`src/rtl/cla_wide_add_seq_if.sv`:
```
// Operand-request and result handshake bundle for the sequenced wide adder.
// The requester drives operands and out_ready; the adder drives everything else.
// Widths follow the slice width N and slice count WORDS of the attached adder.
interface cla_wide_add_seq_if #(
  parameter int N     = 4,
  parameter int WORDS = 4
);
  localparam int W = N * WORDS;

  logic         in_valid;
  logic         in_ready;
  logic [W-1:0] a_in;
  logic [W-1:0] b_in;
  logic         cin;
  logic         sub;
  logic         out_valid;
  logic         out_ready;
  logic [W-1:0] sum_out;
  logic         cout_out;
  logic         ovf_out;
  logic         busy;

  modport master (
    output in_valid, a_in, b_in, cin, sub, out_ready,
    input  in_ready, out_valid, sum_out, cout_out, ovf_out, busy
  );

  modport slave (
    input  in_valid, a_in, b_in, cin, sub, out_ready,
    output in_ready, out_valid, sum_out, cout_out, ovf_out, busy
  );
endinterface

```
`src/rtl/cla_wide_add_seq.sv`:
```
// Wide add/subtract built by stepping one N-bit carry-lookahead slice over WORDS slices, LSB slice first.
// Latency: result valid WORDS cycles after acceptance; minimum issue interval WORDS+2 cycles.
// Backpressure: accepts only in IDLE; holds the result in DONE until out_ready, new requests are dropped meanwhile.
module cla_wide_add_seq #(
  parameter int N     = 4,
  parameter int WORDS = 4
) (
  input  logic                clk,
  input  logic                rst_n,
  cla_wide_add_seq_if.slave   bus
);
  localparam int W  = N * WORDS;
  localparam int IW = (WORDS > 1) ? $clog2(WORDS) : 1;

  typedef enum logic [1:0] {IDLE, RUN, DONE} state_t;

  state_t        state;
  logic [W-1:0]  a_q;
  logic [W-1:0]  b_q;        // already inverted for subtraction
  logic [W-1:0]  work_q;
  logic [IW-1:0] idx;
  logic          carry;
  logic [W-1:0]  sum_q;
  logic          cout_q;
  logic          ovf_q;

  logic [N-1:0]  sa, sb, g, p, s;
  logic [N:0]    c;
  logic [W-1:0]  next_work;
  logic          last;
  logic          t;

  assign last = (idx == IW'(WORDS - 1));

  // Current slice operands; the base is a multiple of N so it never straddles slices.
  always_comb begin
    sa = a_q[int'(idx) * N +: N];
    sb = b_q[int'(idx) * N +: N];
  end

  // Flattened lookahead: every carry is an OR of generate terms masked by the
  // propagate run above them, with no ripple between bit positions.
  always_comb begin
    g    = sa & sb;
    p    = sa ^ sb;
    c    = '0;
    t    = 1'b0;
    c[0] = carry;
    for (int i = 0; i < N; i++) begin
      c[i+1] = g[i];
      t      = p[i];
      for (int j = i - 1; j >= 0; j--) begin
        c[i+1] = c[i+1] | (t & g[j]);
        t      = t & p[j];
      end
      c[i+1] = c[i+1] | (t & carry);
    end
    s = p ^ c[N-1:0];
  end

  // Working result with the current slice merged in, so the last slice can be
  // published in the same cycle it is computed.
  always_comb begin
    next_work = work_q;
    next_work[int'(idx) * N +: N] = s;
  end

  // Control FSM plus datapath registers; the result registers only move at completion.
  always_ff @(posedge clk) begin
    if (!rst_n) begin
      state  <= IDLE;
      idx    <= '0;
      carry  <= 1'b0;
      sum_q  <= '0;
      cout_q <= 1'b0;
      ovf_q  <= 1'b0;
    end else begin
      case (state)
        IDLE: begin
          if (bus.in_valid) begin
            a_q   <= bus.a_in;
            b_q   <= bus.sub ? ~bus.b_in : bus.b_in;
            carry <= bus.sub ? 1'b1 : bus.cin;
            idx   <= '0;
            state <= RUN;
          end
        end
        RUN: begin
          work_q <= next_work;
          carry  <= c[N];
          if (last) begin
            sum_q  <= next_work;
            cout_q <= c[N];
            ovf_q  <= c[N] ^ c[N-1];
            idx    <= '0;
            state  <= DONE;
          end else begin
            idx <= idx + 1'b1;
          end
        end
        DONE: begin
          if (bus.out_ready) state <= IDLE;
        end
        default: state <= IDLE;
      endcase
    end
  end

  assign bus.in_ready  = (state == IDLE);
  assign bus.out_valid = (state == DONE);
  assign bus.busy      = (state != IDLE);
  assign bus.sum_out   = sum_q;
  assign bus.cout_out  = cout_q;
  assign bus.ovf_out   = ovf_q;
endmodule

```
`src/flat_wrapper.sv`:
```
// flat-port wrapper written by rule: the top's interface ports become plain ports
module cla_wide_add_seq_flat 
#(
  parameter int N     = 4,
  parameter int WORDS = 4
)
  (clk, rst_n, bus_in_valid, bus_a_in, bus_b_in, bus_cin, bus_sub, bus_out_ready, bus_in_ready, bus_out_valid, bus_sum_out, bus_cout_out, bus_ovf_out, bus_busy);
  cla_wide_add_seq_if #(.N(N), .WORDS(WORDS)) bus_i ();
  input  logic clk;
  input  logic rst_n;
  input wire logic [$bits(bus_i.in_valid)-1:0] bus_in_valid;
  input wire logic [$bits(bus_i.a_in)-1:0] bus_a_in;
  input wire logic [$bits(bus_i.b_in)-1:0] bus_b_in;
  input wire logic [$bits(bus_i.cin)-1:0] bus_cin;
  input wire logic [$bits(bus_i.sub)-1:0] bus_sub;
  input wire logic [$bits(bus_i.out_ready)-1:0] bus_out_ready;
  output wire logic [$bits(bus_i.in_ready)-1:0] bus_in_ready;
  output wire logic [$bits(bus_i.out_valid)-1:0] bus_out_valid;
  output wire logic [$bits(bus_i.sum_out)-1:0] bus_sum_out;
  output wire logic [$bits(bus_i.cout_out)-1:0] bus_cout_out;
  output wire logic [$bits(bus_i.ovf_out)-1:0] bus_ovf_out;
  output wire logic [$bits(bus_i.busy)-1:0] bus_busy;
  assign bus_i.in_valid = bus_in_valid;
  assign bus_i.a_in = bus_a_in;
  assign bus_i.b_in = bus_b_in;
  assign bus_i.cin = bus_cin;
  assign bus_i.sub = bus_sub;
  assign bus_i.out_ready = bus_out_ready;
  assign bus_in_ready = bus_i.in_ready;
  assign bus_out_valid = bus_i.out_valid;
  assign bus_sum_out = bus_i.sum_out;
  assign bus_cout_out = bus_i.cout_out;
  assign bus_ovf_out = bus_i.ovf_out;
  assign bus_busy = bus_i.busy;
  cla_wide_add_seq #(.N(N), .WORDS(WORDS)) u_core (.clk(clk), .rst_n(rst_n), .bus(bus_i));
endmodule
```
`config.mk`:
```
export PLATFORM = sky130hd
export DESIGN_NAME = cla_wide_add_seq_flat
export DESIGN_NICKNAME = d
export VERILOG_FILES = /design/src/rtl/cla_wide_add_seq_if.sv /design/src/rtl/cla_wide_add_seq.sv /design/src/flat_wrapper.sv
export SDC_FILE = /design/constraint.sdc
export NUM_CORES = 1
export LEC_CHECK = 0
export ABC_AREA = 0
export CAP_MARGIN = 15
export CORE_MARGIN = 2
export CORE_UTILIZATION = 47
export DETAILED_ROUTE_END_ITERATION = 8
export PLACE_DENSITY = 0.72
export SYNTH_ARGS = -nofsm -noshare
export SYNTH_HDL_FRONTEND = slang
export SYNTH_SLANG_ARGS = --single-unit
```
`constraint.sdc`:
```
create_clock -name clk -period 2.4 [get_ports clk]
set_input_delay 0.6 -clock clk [delete_from_list [all_inputs] [get_ports clk]]
set_output_delay 0.6 -clock clk [all_outputs]
set_load 0.005 [all_outputs]
```
Yosys cells after proc, flatten, opt, wreduce, memory -nomap -nowiden
Cells that the tools add are included.
Widths: inputs -> output; s select.
{ "totals": {"out_inout_bits": 21, "mem_bits_rw": 0, "register_bits": 71, "rom_bits": 0, "mem_count": 0, "latchBits": 0} }
{ "classes": {"div_mod_pow": 0, "n_reduce_logical": 8, "bitwise_logic": 31, "n_shift": 4, "multipliers": 0, "n_addsub": 2, "magnitude_cmp": 0, "n_mux": 12, "n_eq_ne": 6} }
{ "ops": {"columns": ["op", "n"], "rows": [
  ["$neg 4->33", 1],
  ["$shift 4x33->16 const A", 1],
  ["$shiftx 4x33->16", 1],
  ["$shiftx 16x5->4", 2],
  ["$and 1x1->1", 16],
  ["$bwmux 16", 1],
  ["$mux 16", 1],
  ["$not 16->16", 1],
  ["$mux 2", 5],
  ["$or 1x1->1", 10],
  ["$xor 4x4->4", 2],
  ["$pmux 2 s3", 1],
  ["$reduce_and 2->1", 3],
  ["$reduce_and 3->1", 2],
  ["$and 4x4->4", 1],
  ["$eq 2x2->1 const B", 2],
  ["$ne 2x2->1 const B", 2],
  ["$pmux 2 s2", 1],
  ["$reduce_bool 2->1", 2],
  ["$add 2x1->2 const B", 1],
  ["$eq 2x1->1 const B", 1],
  ["$logic_not 2->1", 1],
  ["$mux 1", 2],
  ["$ne 2x1->1 const B", 1],
  ["2 further kinds", 2]
]} }

Longest topological paths before layout
{ "logic_depth": {"word_depth": 9, "mapped_depth": 8, "depth_no_buf": 6} }

Least setup slack after synthesis
No wires, ideal clock.
{ "synth_timing": {"path_kind": "register to register", "start": "register u_core.idx[0]", "end": "register u_core.work_q[2], data pin", "required_ps": 2142, "slack_ps": -187, "period_less_slack_ps": 2587, "setup_ps": 258, "arrival_time_ps": 2329, "path_stages_with_launch": 9, "cell_sequence": "dfxtp_1 -> buf_4 -> buf_6 -> mux4_2 -> ha_1 -> a211o_1 -> a21o_1 -> a32oi_1 -> inv_1"} }
{ "synth_between": {"elab_chain_cells": 9, "elab_cells_between_ends": 24} }
{ "synth_lines": {"columns": ["item", "line", "text"], "rows": [
  ["start, declared", "cla_wide_add_seq.sv:21", "logic [IW-1:0] idx;"],
  ["start signal, assigned", "cla_wide_add_seq.sv:98", "idx <= idx + 1'b1;"],
  ["$shiftx 16x5->4, on equally long branches", "cla_wide_add_seq.sv:37, cla_wide_add_seq.sv:38", null],
  ["$xor 4x4->4 or $and 4x4->4 (tied branches)", "cla_wide_add_seq.sv:45, cla_wide_add_seq.sv:44", null],
  ["$and 1x1->1, on equally long branches", "cla_wide_add_seq.sv:53, cla_wide_add_seq.sv:54", null],
  ["$or 1x1->1 (tied with other cells)", "cla_wide_add_seq.sv:53", "c[i+1] = c[i+1] | (t & g[j]);"],
  ["$or 1x1->1 or $and 1x1->1 (tied branches)", "cla_wide_add_seq.sv:53, cla_wide_add_seq.sv:56", null],
  ["$or 1x1->1", "cla_wide_add_seq.sv:56", "c[i+1] = c[i+1] | (t & carry);"],
  ["$xor 4x4->4", "cla_wide_add_seq.sv:58", "s = p ^ c[N-1:0];"],
  ["$shiftx 4x33->16", "cla_wide_add_seq.sv:65", "next_work[int'(idx) * N +: N] = s;"],
  ["$bwmux 16 (*)", "cla_wide_add_seq.sv:65", null],
  ["via u_core.next_work[2]", "cla_wide_add_seq.sv:29", "logic [W-1:0] next_work;"],
  ["end signal, assigned", "cla_wide_add_seq.sv:89", "work_q <= next_work;"],
  ["end, declared", "cla_wide_add_seq.sv:20", "logic [W-1:0] work_q;"]
]} }
The timed path passes the listed nets; every way through them passes the cells marked *.
A chain may end at the register's enable or synchronous reset.

Worst setup path after layout
Ends and elaborated chain as after synthesis.

==> results.md <==
Yosys:
- Synthesis produced a netlist with a net count of 295.
- A synthesized cell averages 13.2 µm².
- The most used flip-flop cell after synthesis is sky130_fd_sc_hd__edfxtp_1.
- The number of warnings issued by yosys is 0.
- The synthesized instance count is 245.
- The synthesized design contains 48 enable-type register cells.
- For this run, the register share of the synthesized area comes to 58.6%.
- Counting flops and latches in the post-synthesis netlist gives 71.
- The total standard cell area after synthesis is 3240 µm².
- In this run, distinct cell masters in the synthesized netlist total 50.
- For this run, asynchronously set or reset flops after synthesis account for 0%.

Critical path:
- The largest individual stage delay along the critical path comes from the cell sky130_fd_sc_hd__mux4_2.
- The maximum fanout encountered on the critical timing path is 7.
- The kind of cell with the highest combined delay on the critical path is compound AO/OA/AOI/OAI gates.
- The critical path goes through mux4_2 -> ha_4 -> a211o_1 -> a21o_1 -> a32oi_1 -> inv_1.
- The kind of end point of the critical path is a flip-flop.
- The launching element type of the critical path is a flip-flop.
- Together, buffers and inverters on the worst path number 1.
- The largest single stage delay on the critical path is 0.58 ns.
- The arrival time of the worst setup path is 2.48 ns.
- The worst path required time is 2.50 ns.
- The worst setup path is of the reg -> reg kind.

Final layout:
- The repair_antennas step left the layout with diodes totalling 0.
- Once layout is done, the placed cells without fillers occupy 4290 µm².
- The number of cells in the finished layout apart from fillers is 402.
- After the last flow step, the layout net total stands at 367.
- The library cell used most frequently in the layout, excluding fill and tap cells, is sky130_fd_sc_hd__clkdlybuf4s50_1.
- The layout has 535 filler cells.
- The growth of design area from synthesis to finish is 32.3%.
- Measured on the finished design, the core utilization comes to 63.8%.
- In the layout the commonest cells are sky130_fd_sc_hd__clkdlybuf4s50_1, sky130_fd_sc_hd__edfxtp_1, sky130_fd_sc_hd__dfxtp_1.
- The share of layout cells above drive strength 1 is 16.8%.

CTS:
- The clock tree buffer depth is 2.
- Buffers inserted to repair hold after CTS numbered 0.
- The H-tree depth is 3.
- The clock input transition at the sequential cells of the worst setup and hold paths is 0.08 ns.
- The TritonCTS clock tree is done.
- The number of clock buffers added by TritonCTS is 9.
- The CTS root buffer is sky130_fd_sc_hd__clkbuf_8.
- Clock latency on the worst-skew pair, taken at its later pin, is 0.35 ns.
- The number of clock sinks seen by CTS is 71.

Routing:
- The detailed router put a total of 2810 µm of wire on met1.
- In the detailed route, the total length drawn on met3 is 299 µm.
- The total wire length is 6500 µm.
- Signal routing reaches up to met4.
- The first routing iteration left 87 violations.
- The met2 wirelength from detailed routing is 3340 µm.
- Across all layers, the routed design uses 2117 vias.
- The final routed wire length divided by cell count is 16.2 µm.
- The remaining antenna violation count after routing is 0.
- The total iterations of the first detailed-routing run is 4.
- The DRC violations left is 0.
- In the routed layout, each cell is associated on average with a via count of 5.27.

Global routing:
- The number of antenna violations at the first check in global routing is 0.
- The pin count of the biggest net entering global routing is 33.
- The first global-routing pass estimated 10400 µm of wire.
- The overall fraction of global-route tracks in use is 18.6%.
- The aggregate global routing overflow is 0.
- The via count of the first global-routing pass is 2135.

Floorplan:
- The die is 87.1 µm tall.
- The floorplan has 30 rows.
- The die is 87.1 µm wide.
- The initial utilization of the core area, before any placement, comes to 48.3%.
- The floorplan step defined a die boundary enclosing 7580 µm².
- The total core area is 6720 µm².
- The number of primary I/O pins is 59.

STA:
- The count of final setup violators is 0.
- The number of pins exceeding their max-slew limit in the final report is 0.
- The clock arrives with 0.00981 ns of skew.
- The actual slew at the worst max-slew pin is 0.431 ns.
- The final period utilization is 99.0%.
- Setup repair after global routing could not meet its margin everywhere.
- The highest achievable clock rate is 421 MHz.
- In this run the tightest slew margin relative to its limit is 71.0%.
- The clock period minus worst slack is 2.37 ns.
- The number of failing hold endpoints at the final stage is 0.

Run:
- Across the run, the number of max-cap violations was 0.

Place:
- The placed standard-cell area is 3960 µm².
- The weighted congestion reported at the end of routability-driven placement is 0.802.
- The HPWL after detailed placement is 4580 µm.
- Port buffering added 58 buffers.
- The number of instances in the placed design is 383.

Power and ir drop:
- The sum of internal, switching and leakage power is 0.00304 W.
- The largest voltage drop on the vdd net is 0.328 mV.
- For this design the ratio of total power to cell area is 709 nW/µm².
- Summed over all cells, the static leakage comes to 1.58 nW.

Worst hold path:
- The tightest min-delay check is of the reg -> reg type.

Outcome:
- The run finished with clean final reports.
-- logic make-up (layout without fill, tap and decap cells) --
| family | Yosys count | in the layout | share of synthesized area, % |
|---|---|---|---|
| muxes | 16 | 16 | 8.02 |
| adders and majority gates | 12 | 12 | 4.86 |
| xor gates and xnor gates | 17 | 17 | 4.59 |
| DFF | 71 | 71 | 58.6 |
| and+or+nand+nor | 44 | 44 | 7.87 |
| AOI/OAI and AO/OA | 53 | 53 | 11.0 |
| buffers and inverters | 32 | 109 | 5.01 |
-- flip-flops by register name, indices dropped and copies added, names as in the netlist --
| name | flops |
|---|---|
| u_core.a_q | 16 |
| u_core.b_q | 16 |
| u_core.bus.cout_out | 1 |
| u_core.bus.ovf_out | 1 |
| u_core.bus.sum_out | 16 |
| u_core.carry | 1 |
| u_core.idx | 2 |
| u_core.state | 2 |
| u_core.work_q | 16 |
-- layer usage --
layer,global-route usage (%),up-vias
li1,-,1050
met1,22.7,990
met2,31.4,71
met3,4.93,6
met4,7.39,0
met5,0,-
-- worst register-to-register path, stage by stage, from the launching register on --
cell                      delay [ns]
sky130_fd_sc_hd__dfxtp_4        0.41
sky130_fd_sc_hd__mux4_2         0.58
sky130_fd_sc_hd__ha_4           0.28
sky130_fd_sc_hd__a211o_1        0.28
sky130_fd_sc_hd__a21o_1         0.24
sky130_fd_sc_hd__a32oi_1        0.28
sky130_fd_sc_hd__inv_1          0.07
-- stage by stage --
step                      setup slack (ns)  setup TNS [ns]  hold WS [ns]
after detailed placement           -0.0334         -0.0852         0.486
after global routing               -0.0548          -0.455         0.528
after global placement             0.00349               0         0.475
after floorplan                    -0.0119         -0.0241         0.485
after CTS                          0.00706               0         0.503
final                               0.0250               0         0.499
-- final timing paths --
kind	from	slack, ns	to	depth (start not counted)
max reg2reg	u_core.idx[0]	0.03	u_core.work_q[2]	6
min reg2reg	u_core.bus.sum_out[1]	0.50	u_core.bus.sum_out[1]	2
max	u_core.idx[0]	0.03	u_core.work_q[2]	6
min	u_core.bus.sum_out[1]	0.50	u_core.bus.sum_out[1]	2
-- what timing repair did --
action	in CTS	in global routing
pin swaps	0	5
buffers inserted	0	3
gates cloned	0	0
endpoints found under the setup margin	7	16
gates resized for setup	2	7
-- where the power goes --
group / leakage (nW) / switching [W] / total (W) / internal (W)
clock: 0.128 / 0.000457 / 0.00125 / 0.000794
combinational: 0.817 / 0.000197 / 0.000405 / 0.000207
sequential: 0.632 / 0.0000225 / 0.00138 / 0.00136
total: 1.58 / 0.000677 / 0.00304 / 0.00236
-- Yosys cell counts (all sizes together), types with 5 or more instances --
master	count	area (µm²)
edfxtp	48	1440
buf	8	72.6
mux4	8	180
ha	11	138
a21oi	14	70.1
a32oi	5	43.8
inv	21	78.8
o21ai	12	60.1
nand2	11	41.3
dfxtp	23	460
xor2	16	140
nor2	14	55.1
mux2i	8	80.1
-- cell type report --
class                      instances  area, µm²  area share (%)
tap                               80        100            2.33
inverter                          21       78.8            1.84
clock buffer                      10        128            2.98
clock inverter                     6        133            3.09
timing repair buffer              72        698            16.3
sequential                        71       1910            44.5
multi-input combinational        142       1240            29.0
(Power assumes the default switching activity.)
==> RTL edit 1 (same settings) <==
The 3 states of `state_t` get a one-hot encoding in 3 bits.
--- a/src/rtl/cla_wide_add_seq.sv
+++ b/src/rtl/cla_wide_add_seq.sv
@@ -12,7 +12,7 @@
   localparam int W  = N * WORDS;
   localparam int IW = (WORDS > 1) ? $clog2(WORDS) : 1;
 
-  typedef enum logic [1:0] {IDLE, RUN, DONE} state_t;
+  typedef enum logic [2:0] {IDLE = 3'b001, RUN = 3'b010, DONE = 3'b100} state_t;
 
   state_t        state;
   logic [W-1:0]  a_q;
Formal check against the unedited RTL: same outputs for any inputs over 10 cycles, from zero or initial values and one cycle with rst_n low; not proved beyond that.
==> RTL edit 1 against the unedited design <==
Worst setup slack worse by 140 ps. Sequential cell count up 1. Largest power group unchanged. Routed wire length up 4.2%. Cell area up 3.5%. Sequential power about the same. Core utilization up 1.9 points. First-iteration DRC count up 4.6%. Area after synthesis up 1.0%. Via count up 5.9%. Synthesized cell count up 0.82%. Hold slack worse by 13 ps. The run now ends with setup timing left. Highest routed layer unchanged. Critical path depth unchanged. Sequential share of layout area down 1.1 points. Power down 16%.
==> RTL edit 1: results (changes against the unedited design) <==
| Metric | Value |
|---|---|
| Hold_sp | `u_core.bus.sum_out[5]$_SDFFE_PN0P_` |
| Starting DRT DRC Count | `91 (+4.6%)` |
| Non-clock buffer count in the final layout | `84 (+17%)` |
| Post-synthesis sequential area ratio | `0.587 (about the same)` |
| First-pass GRT wire length | `10900 um (+5.0%)` |
| Routing usage on met2 | `0.300 (-0.0141)` |
| Status | `complete, but fails checks` |
| DP Area | `4120 sq um (+4.0%)` |
| Final Skew | `13.4 ps (+3.58 ps)` |
| Max VDD drop | `0.331 mV (+0.94%)` |
| # Post-CTS Setup Buffers | `2 (+2)` |
| Failing checks | `setup timing` |
| Power per cell area | `577 nW/um^2 (-19%)` |
| Setup TNS | `-523 ps (-523 ps)` |
| Nets@finish | `382 (+4.1%)` |
| Sw Share | `0.241 (+0.0181)` |
| Register bit total from synthesis | `72 (+1.4%)` |
| Final setup fails | `8 (+8)` |
| Leakage | `1.60 nW (+1.6%)` |
| Layout area overhead | `35.6%` |
| FILL cells | `510 (-4.7%)` |
| M1 WL | `3170 um (+13%)` |
| Setup WS post-layout | `-117 ps (-142 ps)` |
| Multi-input gate count | `147 (+3.5%)` |
| CP Capture Point | `u_core.work_q[7]$_DFFE_PP_` |
| WL/cell | `16.2 um (+0.47%)` |
| Vias in the first global route | `2269 (+6.3%)` |
| Drt total wl | `6780 um (+4.2%)` |
| GRT Resource Usage Total | `0.188 (+0.00223)` |
| Final core occ | `0.657 (+0.0189)` |
[RTL edit 1: kinds of logic (layout without fill, tap and decap cells)]
family	Yosys count	count (layout)	share of synthesized area
AO/OA/AOI/OAI	65	65	0.138
XOR/XNOR	17	17	0.0455
adder cells (fa/ha/maj)	12	12	0.0481
buffers and inverters	28	118	0.0401
flip-flops	72	72	0.587
multiplexers	9	9	0.0581
AND/OR/NAND/NOR	44	44	0.0836
[RTL edit 1: worst min-delay path by stage]
| stage | end | slack (ps) | cells after the start |
|---|---|---|---|
| floorplan | u_core.bus.sum_out[13]$_SDFFE_PN0P_ | 470 | 2 |
| global placement | u_core.bus.sum_out[13]$_SDFFE_PN0P_ | 460 | 2 |
| detailed placement | u_core.bus.sum_out[9]$_SDFFE_PN0P_ | 480 | 2 |
| CTS | u_core.bus.sum_out[9]$_SDFFE_PN0P_ | 490 | 2 |
| global route | u_core.bus.sum_out[9]$_SDFFE_PN0P_ | 520 | 2 |
| finish | u_core.bus.sum_out[5]$_SDFFE_PN0P_ | 490 | 2 |
==> RTL edit 2 (same settings) <==
Without the edit above. `N` is set to 4 in 3 places; all go to 5.
--- a/src/rtl/cla_wide_add_seq_if.sv
+++ b/src/rtl/cla_wide_add_seq_if.sv
@@ -2,7 +2,7 @@
 // The requester drives operands and out_ready; the adder drives everything else.
 // Widths follow the slice width N and slice count WORDS of the attached adder.
 interface cla_wide_add_seq_if #(
-  parameter int N     = 4,
+  parameter int N     = 5,
   parameter int WORDS = 4
 );
   localparam int W = N * WORDS;
--- a/src/rtl/cla_wide_add_seq.sv
+++ b/src/rtl/cla_wide_add_seq.sv
@@ -2,7 +2,7 @@
 // Latency: result valid WORDS cycles after acceptance; minimum issue interval WORDS+2 cycles.
 // Backpressure: accepts only in IDLE; holds the result in DONE until out_ready, new requests are dropped meanwhile.
 module cla_wide_add_seq #(
-  parameter int N     = 4,
+  parameter int N     = 5,
   parameter int WORDS = 4
 ) (
   input  logic                clk,
--- a/src/flat_wrapper.sv
+++ b/src/flat_wrapper.sv
@@ -1,7 +1,7 @@
 // flat-port wrapper written by rule: the top's interface ports become plain ports
 module cla_wide_add_seq_flat 
 #(
-  parameter int N     = 4,
+  parameter int N     = 5,
   parameter int WORDS = 4
 )
   (clk, rst_n, bus_in_valid, bus_a_in, bus_b_in, bus_cin, bus_sub, bus_out_ready, bus_in_ready, bus_out_valid, bus_sum_out, bus_cout_out, bus_ovf_out, bus_busy);
Interface: changed (resized bus_a_in, bus_b_in and bus_sum_out); port bits go from 59 to 71. No check against the original RTL was run, so the function may have changed too.
==> RTL edit 2 against the unedited design <==
The run now ends with setup timing left. Routed wire length up 25%. Sequential cell count increased by 16. Clock power fell by 6%. First-iteration DRC count rose by 64%. Power increased by 14%. Worst setup slack lost 120 ps. Area after synthesis increased by 21%. Cell area is 25% higher. Combinational power increased by 45%.
==> RTL edit 2: results (changes against the unedited design) <==
| Metric | Value |
|---|---|
| Status | `complete, but fails checks` |
| Failing checks | `setup timing` |
| H-tree levels | `3 (unchanged)` |
| R2r worst-path depth | `7 (+1)` |
| Inserted Clock Buffers | `9 (unchanged)` |
| Slew margin rel. | `0.603 (-0.107)` |
| Worst Hold Endpoint | `u_core.bus.sum_out[1]$_SDFFE_PN0P_` |
| Drt first pass iters | `4 (unchanged)` |
| Worst slack at placement | `-167 ps (-133 ps)` |
| Setup TNS | `-811 ps (-811 ps)` |
| Leakage | `1.93 nW (+22%)` |
| GRT Resource Usage Total | `0.191 (+0.00464)` |
| Internal | `0.00267 W (+13%)` |
| Port Buffers | `70 (+21%)` |
| Setup WS post-layout | `-90.3 ps (-115 ps)` |
| Crit Path Max Fanout | `6 (-1)` |
| Reg clk slew, reported paths | `90 ps` |
| Top_reg_cell synth | `edfxtp_1` |
| Vias in the first global route | `2682 (+26%)` |
| Vias per cell | `5.40 (+2.5%)` |
| Hold Path Depth | `2 (unchanged)` |
| Family with the most delay on the worst path | `multiplexers` |
| WL/cell | `16.2 um (+0.42%)` |
| Synthesis warning total | `0 (unchanged)` |
| Syn nets | `350 (+19%)` |
| Mean Syn Cell Area | `13.4 sq um (+1.5%)` |
| Layout cells sized above 1 | `0.194 (+0.0267)` |
| Final core occ | `0.657 (+0.0183)` |
| R2r endpoint | `u_core.work_q[9]$_DFFE_PP_` |
| Clock root buffer master | `clkbuf_8` |
| CP max stage cell | `mux4_2` |
| Max VDD drop | `0.385 mV (+17%)` |
| Hold_sp | `u_core.bus.sum_out[1]$_SDFFE_PN0P_` |
| Max incr delay on CP | `520 ps (-60 ps)` |
| Drt total wl | `8140 um (+25%)` |
| Hold crit path type | `reg2reg` |
| DP Area | `4980 sq um (+26%)` |
| Nets@finish | `450 (+23%)` |
| Initial antenna violation count | `0 (unchanged)` |
| Final Skew | `10.9 ps (+1.13 ps)` |
| Inst Count DP | `481 (+26%)` |
| Gpl congestion | `0.842 (+5.0%)` |
| Hpwl dp | `5880 um (+28%)` |
| Final setup fails | `14 (+14)` |
| Worst hold slack | `497 ps (-2.13 ps)` |
| Async set-reset flop share out of synthesis | `0 (unchanged)` |
| First-pass GRT wire length | `13100 um (+26%)` |
| FILL cells | `608 (+14%)` |
| Post-synth EDFFs | `60 (+25%)` |
| Largest net degree at the start of global routing | `41 (+24%)` |
| Clk_lat worst skew | `340 ps` |
| Count of cell types in the netlist | `42 (-16%)` |
| Top cells by area, synth | `edfxtp_1, dfxtp_1, mux4_2` |
| Crit path DAT | `2580 ps (+100 ps)` |
| Post-synthesis sequential area ratio | `0.599 (+0.0128)` |
| Starting DRT DRC Count | `143 (+64%)` |
| Synth cell count leaders | `edfxtp_1, dfxtp_1, nor2_1` |
RTL edit 2: cell count changes after synthesis, sizes merged, moves of 6 or more:
cell | unedited run | this run
a21oi | 14 | 4
a41oi | 0 | 8
and3 | 1 | 10
edfxtp | 48 | 60
inv | 21 | 12
mux2i | 8 | 1
nor2 | 14 | 23
nor3 | 2 | 10
o2bb2ai | 4 | 16
xor2 | 16 | 22
RTL edit 2: cells by family after synthesis:
kind of cell,Yosys count,synth area share
buffers and inverters,26,0.0294
adders and majority gates,13,0.0435
xor gates and xnor gates,23,0.0583
and+or+nand+nor,72,0.0983
DFF,87,0.599
AOI/OAI and AO/OA,59,0.111
muxes,11,0.0602
RTL edit 2: final cells by class:
class	instances	area share
multi-input combinational	178	0.296
clock buffer	12	0.0312
inverter	13	0.00914
timing repair buffer	102	0.186
clock inverter	4	0.0136
tap	105	0.0246
sequential	87	0.439
RTL edit 2: repair_timing:
item / 4_1_cts / 5_1_grt
resized for setup: 4 / 8
pin swaps: 8 / 8
setup endpoints to repair: 20 / 24
buffers inserted: 4 / 1
RTL edit 2: layer usage:
metal	part of all wire	track usage	up-vias	wire length, um
met2	0.51	0.320	99	4130
met1	0.43	0.244	1295	3480
met4	0.012	0.0664	0	95
li1	-	-	1300	-
met3	0.052	0.0419	11	426
met5	0	0	-	0
RTL edit 2: power groups by stage:
| stage | Combinational (W) | Clock, W | Sequential (W) |
|---|---|---|---|
| 2_1_floorplan | 0.000311 | 0 | 0.00172 |
| 6_report | 0.000587 | 0.00117 | 0.00170 |
| 3_5_place_dp | 0.000549 | 0 | 0.00174 |
| 5_1_grt | 0.000640 | 0.00127 | 0.00171 |
| 4_1_cts | 0.000567 | 0.00121 | 0.00170 |
| 3_3_place_gp | 0.000532 | 0 | 0.00173 |
RTL edit 2: worst max path at each step:
stage / to / from
finish: u_core.work_q[9]$_DFFE_PP_ / u_core.idx[0]$_SDFFE_PN0P_
global route: u_core.work_q[4]$_DFFE_PP_ / u_core.idx[0]$_SDFFE_PN0P_
CTS: u_core.work_q[9]$_DFFE_PP_ / u_core.idx[0]$_SDFFE_PN0P_
detailed placement: u_core.work_q[9]$_DFFE_PP_ / u_core.idx[0]$_SDFFE_PN0P_
global placement: u_core.work_q[9]$_DFFE_PP_ / u_core.idx[0]$_SDFFE_PN0P_
floorplan: u_core.work_q[14]$_DFFE_PP_ / u_core.idx[0]$_SDFFE_PN0P_
RTL edit 2: worst reg2reg max path, stage by stage (launching register included):
cell       delay (ps)
dfxtp_4           410
buf_12            140
mux4_2            520
ha_4              250
and3_4            180
a221o_2           410
xnor2_4           230
o2bb2ai_1         100
